<file path="src/rtl/cache_pkg.sv">
// Shared cache definitions: fill FSM state encoding, block geometry and the
// block-align mask. Used by the instruction-cache fill FSM, the cache itself
// and the data-cache FSM.
package cache_pkg;

    // Refill controller states
    typedef enum logic [1:0] {
        IDLE   = 2'd0,
        FILL   = 2'd1,
        META   = 2'd2,
        SETTLE = 2'd3
    } fill_state_t;

    // Block geometry: 8 halfword-sized words, offset = addr[3:1]
    localparam int unsigned BLOCK_WORDS = 8;
    localparam int unsigned OFFSET_LSB  = 1;
    localparam int unsigned OFFSET_MSB  = 3;
    localparam int unsigned OFFSET_W    = OFFSET_MSB - OFFSET_LSB + 1;
    localparam int unsigned CNT_W       = $clog2(BLOCK_WORDS + 1);

    // Clears the byte-in-block bits; wide enough to be truncated to any address width
    localparam logic [63:0] BLOCK_ALIGN_MASK = ~64'((64'd1 << (OFFSET_MSB + 1)) - 64'd1);

endpackage

</file>
<file path="src/rtl/fill_word_counter.sv">
// Saturating 0..LIMIT word counter with a terminal-count flag.
// Ports:
//   clk, rst   - clock, asynchronous active-high reset
//   clr        - synchronous clear to zero (wins over inc)
//   inc        - advance by one; ignored once the limit is reached
//   count      - current count
//   done_c     - combinational, high when count == LIMIT
module fill_word_counter #(
    parameter int unsigned LIMIT = 8,
    parameter int unsigned CNT_W = 4
) (
    input  logic             clk,
    input  logic             rst,
    input  logic             clr,
    input  logic             inc,
    output logic [CNT_W-1:0] count,
    output logic             done_c
);

    assign done_c = (count == CNT_W'(LIMIT));

    // Count register, holds at LIMIT
    always_ff @(posedge clk or posedge rst) begin
        if (rst) begin
            count <= '0;
        end else if (clr) begin
            count <= '0;
        end else if (inc && !done_c) begin
            count <= count + CNT_W'(1);
        end
    end

endmodule

</file>
<file path="src/rtl/cache_fill_fsm.sv">
// Instruction-cache miss refill controller. On a miss it streams the 8-word
// block from a pipelined memory into the cache fill port, then pulses the
// metadata write and waits one settle cycle before sampling miss again.
// Optional build macro: CACHE_FILL_CRIT_WORD_EN enables critical-word-first
// wrap ordering; when undefined the fill always starts at offset 0.
// Ports:
//   clk, rst        - clock, asynchronous active-high reset
//   miss, miss_addr - cache miss level and the missing CPU address
//   fsm_busy        - fill in progress (fetch stall)
//   addr_fsm        - cache fill address (word select = addr_fsm[3:1])
//   data_fsm        - cache fill data
//   data_we         - cache data write enable, one word per pulse
//   metadata_we     - cache metadata write enable, single-cycle pulse
//   mem_en, mem_addr          - memory read request and address
//   mem_data, mem_data_valid  - memory read return, in request order
// All outputs are combinational from state, counters and memory inputs.
module cache_fill_fsm
    import cache_pkg::*;
#(
    parameter int unsigned ADDR_W      = 16,
    parameter int unsigned DATA_W      = 16,
    parameter int unsigned BLOCK_WORDS = cache_pkg::BLOCK_WORDS
) (
    input  logic              clk,
    input  logic              rst,
    input  logic              miss,
    input  logic [ADDR_W-1:0] miss_addr,
    output logic              fsm_busy,
    output logic [ADDR_W-1:0] addr_fsm,
    output logic [DATA_W-1:0] data_fsm,
    output logic              data_we,
    output logic              metadata_we,
    output logic              mem_en,
    output logic [ADDR_W-1:0] mem_addr,
    input  logic [DATA_W-1:0] mem_data,
    input  logic              mem_data_valid
);

    fill_state_t         state;
    fill_state_t         state_nxt;
    logic [ADDR_W-1:0]   base;
    logic [CNT_W-1:0]    issue_cnt;
    logic [CNT_W-1:0]    recv_cnt;
    logic                issue_done_c;
    logic                recv_done_c;
    logic [OFFSET_W-1:0] issue_word;
    logic [OFFSET_W-1:0] recv_word;
    logic                counters_clr;
    logic                unused_issue_msb;

    // Counters are held at zero whenever no fill is running
    assign counters_clr = (state == IDLE);

    fill_word_counter #(
        .LIMIT (BLOCK_WORDS),
        .CNT_W (CNT_W)
    ) u_issue_cnt (
        .clk    (clk),
        .rst    (rst),
        .clr    (counters_clr),
        .inc    (mem_en),
        .count  (issue_cnt),
        .done_c (issue_done_c)
    );

    fill_word_counter #(
        .LIMIT (BLOCK_WORDS),
        .CNT_W (CNT_W)
    ) u_recv_cnt (
        .clk    (clk),
        .rst    (rst),
        .clr    (counters_clr),
        .inc    (data_we),
        .count  (recv_cnt),
        .done_c (recv_done_c)
    );

    // Only the low offset bits select a word; the MSB just marks "all issued"
    assign unused_issue_msb = issue_cnt[CNT_W-1];

`ifdef CACHE_FILL_CRIT_WORD_EN
    logic [OFFSET_W-1:0] crit;

    // Critical word offset, captured with the block base
    always_ff @(posedge clk or posedge rst) begin
        if (rst) begin
            crit <= '0;
        end else if (state == IDLE && miss) begin
            crit <= miss_addr[OFFSET_MSB:OFFSET_LSB];
        end
    end

    // Wrap ordering: offset arithmetic stays inside the block (no carry into base)
    assign issue_word = OFFSET_W'(crit + issue_cnt[OFFSET_W-1:0]);
    assign recv_word  = OFFSET_W'(crit + recv_cnt[OFFSET_W-1:0]);
`else
    assign issue_word = issue_cnt[OFFSET_W-1:0];
    assign recv_word  = recv_cnt[OFFSET_W-1:0];
`endif

    // Block-aligned base of the missing address, frozen for the whole fill
    always_ff @(posedge clk or posedge rst) begin
        if (rst) begin
            base <= '0;
        end else if (state == IDLE && miss) begin
            base <= miss_addr & ADDR_W'(BLOCK_ALIGN_MASK);
        end
    end

    // State register
    always_ff @(posedge clk or posedge rst) begin
        if (rst) begin
            state <= IDLE;
        end else begin
            state <= state_nxt;
        end
    end

    // Next state and outputs
    always_comb begin
        state_nxt   = state;
        fsm_busy    = 1'b0;
        addr_fsm    = '0;
        data_fsm    = '0;
        data_we     = 1'b0;
        metadata_we = 1'b0;
        mem_en      = 1'b0;
        mem_addr    = '0;

        case (state)
            IDLE: begin
                if (miss) begin
                    state_nxt = FILL;
                end
            end

            FILL: begin
                fsm_busy = 1'b1;
                addr_fsm = base;
                // Issue and receive sides run independently
                if (!issue_done_c) begin
                    mem_en   = 1'b1;
                    mem_addr = base | ADDR_W'({issue_word, OFFSET_LSB'(0)});
                end
                if (mem_data_valid && !recv_done_c) begin
                    data_we  = 1'b1;
                    addr_fsm = base | ADDR_W'({recv_word, OFFSET_LSB'(0)});
                    data_fsm = mem_data;
                    if (recv_cnt == CNT_W'(BLOCK_WORDS - 1)) begin
                        state_nxt = META;
                    end
                end
            end

            META: begin
                fsm_busy    = 1'b1;
                metadata_we = 1'b1;
                addr_fsm    = base;
                state_nxt   = SETTLE;
            end

            SETTLE: begin
                // Cache commits metadata one cycle after metadata_we
                fsm_busy  = 1'b1;
                addr_fsm  = base;
                state_nxt = IDLE;
            end

            default: begin
                state_nxt = IDLE;
            end
        endcase
    end

endmodule

</file>
<file path="config.mk">
export PLATFORM = sky130hd
export DESIGN_NAME = cache_fill_fsm
export DESIGN_NICKNAME = d
export VERILOG_FILES = /design/src/rtl/cache_pkg.sv /design/src/rtl/fill_word_counter.sv /design/src/rtl/cache_fill_fsm.sv
export SDC_FILE = /design/constraint.sdc
export NUM_CORES = 1
export LEC_CHECK = 0
export CAP_MARGIN = 10
export CORE_ASPECT_RATIO = 1.25
export CORE_MARGIN = 5
export CORE_UTILIZATION = 41
export CTS_CLUSTER_DIAMETER = 60
export DETAILED_ROUTE_END_ITERATION = 10
export GPL_TIMING_DRIVEN = 0
export HOLD_SLACK_MARGIN = 0.15
export PLACE_DENSITY = 0.87
export SETUP_SLACK_MARGIN = 0.1
export SKIP_CTS_REPAIR_TIMING = 1
export SYNTH_ARGS = -nofsm -noshare
export SYNTH_HDL_FRONTEND = slang
export SYNTH_SLANG_ARGS = --single-unit
</file>
<file path="constraint.sdc">
create_clock -name clk -period 3.3 [get_ports clk]
set_input_delay 0.99 -clock clk [delete_from_list [all_inputs] [get_ports clk]]
set_output_delay 0.99 -clock clk [all_outputs]
set_load 0.02 [all_outputs]
</file>
==> results of run 1 <==
[flip-flops by register name, summed over array words and instances, names as in the netlist]
signal             flops
base                  12
state                  2
u_issue_cnt.count      4
u_recv_cnt.count       4
[Yosys cell counts, types with 3 or more instances]
cell type / count
nand2_1: 4
mux2i_1: 3
buf_4: 3
mux2_2: 15
buf_6: 3
nor2_1: 9
ha_1: 9
dfrtp_1: 22
nand2b_1: 4
inv_1: 9
and2_1: 42
[where the power goes]
group | internal, uW | total (uW) | switching, uW
clock | 106 | 195 | 88.7
sequential | 381 | 469 | 87.9
combinational | 683 | 1340 | 659
[per-stage QoR]
| stage | area [um^2] | hold WS, ns | total power [uW] | setup slack [ns] |
|---|---|---|---|---|
| finish | 2514 | 0.5173 | 2006 | 0.2421 |
| global route | 2514 | 0.5509 | 2166 | 0.1203 |
| CTS | 2397 | 0.5225 | 2044 | -0.4095 |
| detailed placement | 2342 | 0.5038 | 1836 | -0.4043 |
| global placement | 2342 | 0.4950 | 1815 | -0.3874 |
| floorplan | 1483 | 0.4849 | 1266 | 0.6807 |
[how the worst min path moves through the flow]
| stage | startpoint | end |
|---|---|---|
| 2_1_floorplan | base[13]$_DFFE_PP0P_ | base[13]$_DFFE_PP0P_ |
| 3_3_place_gp | base[9]$_DFFE_PP0P_ | base[9]$_DFFE_PP0P_ |
| 3_5_place_dp | base[15]$_DFFE_PP0P_ | base[15]$_DFFE_PP0P_ |
| 4_1_cts | base[15]$_DFFE_PP0P_ | base[15]$_DFFE_PP0P_ |
| 5_1_grt | base[15]$_DFFE_PP0P_ | base[15]$_DFFE_PP0P_ |
| 6_report | base[15]$_DFFE_PP0P_ | base[15]$_DFFE_PP0P_ |
[cell families after synthesis]
family | synth area share, %
xor gates and xnor gates | 0.5923
DFF | 37.23
AOI/OAI and AO/OA | 3.638
and+or+nand+nor | 29.44
buffers and inverters | 6.767
other | 0.2536
muxes | 14.47
adders and majority gates | 7.614
[layout make-up]
cell class                 count  area [um^2]  share of cell area, %
multi-input combinational    109        845.8                  33.65
sequential                    22        550.5                  21.90
buffer                         8        68.82                  2.738
inverter                       9        33.78                  1.344
tap                           39        48.80                  1.941
timing repair buffer          82        910.9                  36.24
clock buffer                   4        55.05                  2.190
[routing by layer]
metal	routed length (um)	GRT usage, %	vias up	part of all wire, %
met5	0	0	-	0
met4	39	4.990	0	1.1
li1	-	-	642	-
met1	1395	15.51	582	38
met3	593	8.333	4	16
met2	1656	23.17	72	45
==> run summary, run 1 <==
LEAKAGE = 0.001671 uW
Critical path destination = addr_fsm[3]
I/O pin cnt = 88
cell count along the critical path = 4
startpoint class of the critical path = input pin
register area share after synthesis = 37.23%
root buffer cell = clkbuf_8
Final Non-Filler Cells = 273
First DRT Iteration DRCs = 17
CTS max path bufs = 2
most frequent cells in the layout = and2_1 (42), clkdlybuf4s50_1 (42), dlymetal6s2s_1 (38)
Synth top area share = 37.23%
Sinks on Clock Net = 22
vias = 1,300
max-slew violation count = 0
Post-Route WL = 3.684 mm
number of max-cap violations = 0
Antenna Cells = 0
H-tree Lvls = 1
synthesized flop and latch total = 22
cts bufs inserted = 3
DR WL/cell = 13.49 um
global-route wire length before repair = 5.768 mm
CP max FO = 3
area grow syn2layout = 69.97%
Critical Path Max Stage Delay = 0.60 ns
Core Area = 3483 um^2
worst hold stages = 1
hpwl dp = 2.833 mm
Synth Instances = 147
reg-to-reg slack, setup = 1.60 ns
drt drc = 0
die area = 4916 um^2
Rows = 24
number of global-route vias before repair = 1,320
most frequently used flop master after synthesis = dfrtp_1
CP bufs+invs = 2
Worst Path Arrival = 2.07 ns
nets = 280
chip width = 63.72 um
post-synth cell types = 31
crit share post-route = 92.66%
share of cells above drive strength 1 = 16.67%
input/output buffers = 81
Warnings, synthesis = 0
EDFF count, synth = 0
synth top area cells = dfrtp_1 (37%), and2_1 (18%), mux2_2 (11%)
Pre-antenna DRT Iters = 3
Final Util = 72.16%
vias per inst = 4.762
Worst VDD drop = 0.0006805 V
Crit. End Element = output pin
required time of the critical path = 2.31 ns
worst-skew pair later-pin latency = 0.26 ns
Tightest Hold Check Type = reg -> reg
CP top delay family = buffers and inverters
ANT nets after route = 0
async set-reset flop share out of synthesis = 100.0%
chip height = 77.15 um
GRT Total Usage = 14.37%
CTS tree = built
Starting Density = 42.46%
Mapped Avg Cell Area = 10.06 um^2
result of the run = completed
cell depth of the worst flop-to-flop path = 5
crit-path cells = dlymetal6s2s_1 -> and3_4 -> and2_2 -> clkdlybuf4s50_1
placed cell count = 268
Worst Max-Slew Pin Slew = 0.8638 ns
CP startpoint = mem_data_valid
Final Hold Viols = 0
fillers = 236
relative slew slack = 42.35%
reg-to-reg critical path startpoint = state[0]$_DFFE_PP0P_
largest net degree at the start of global routing = 23
largest area contributor in the netlist = dfrtp_1
antenna violations before repair = 0
Worst R2R End = base[5]$_DFFE_PP0P_
Remaining Overflow, GRT = 0
Reg clk slew, reported paths = 0.08 ns
Power Density = 798.1 nW/um^2
clock period minus worst slack = 3.058 ns
Max Fclk = 0.3270 GHz
kind of critical path = in -> out
Fin Setup TNS = 0 ns
endpoints failing setup = 0
RSZ-0062 raised after global routing = false
Mapped Area = 1479 um^2
final setup skew = 0.001829 ns
slowest cell on the critical path = clkdlybuf4s50_1
Routability Congestion = 0.7422
Note: power is estimated with default switching activity, not from simulation.
==> inputs of run 2 (changes only) <==
SLEW_MARGIN = 10   (was unset)
==> results of run 2 <==
No change in the layout: final DEF, timing and power equal those of run 1.
==> inputs of run 3 (changes only) <==
TNS_END_PERCENT = 30   (was unset)
==> results of run 3 <==
No change in the layout: final DEF, timing and power equal those of run 1.
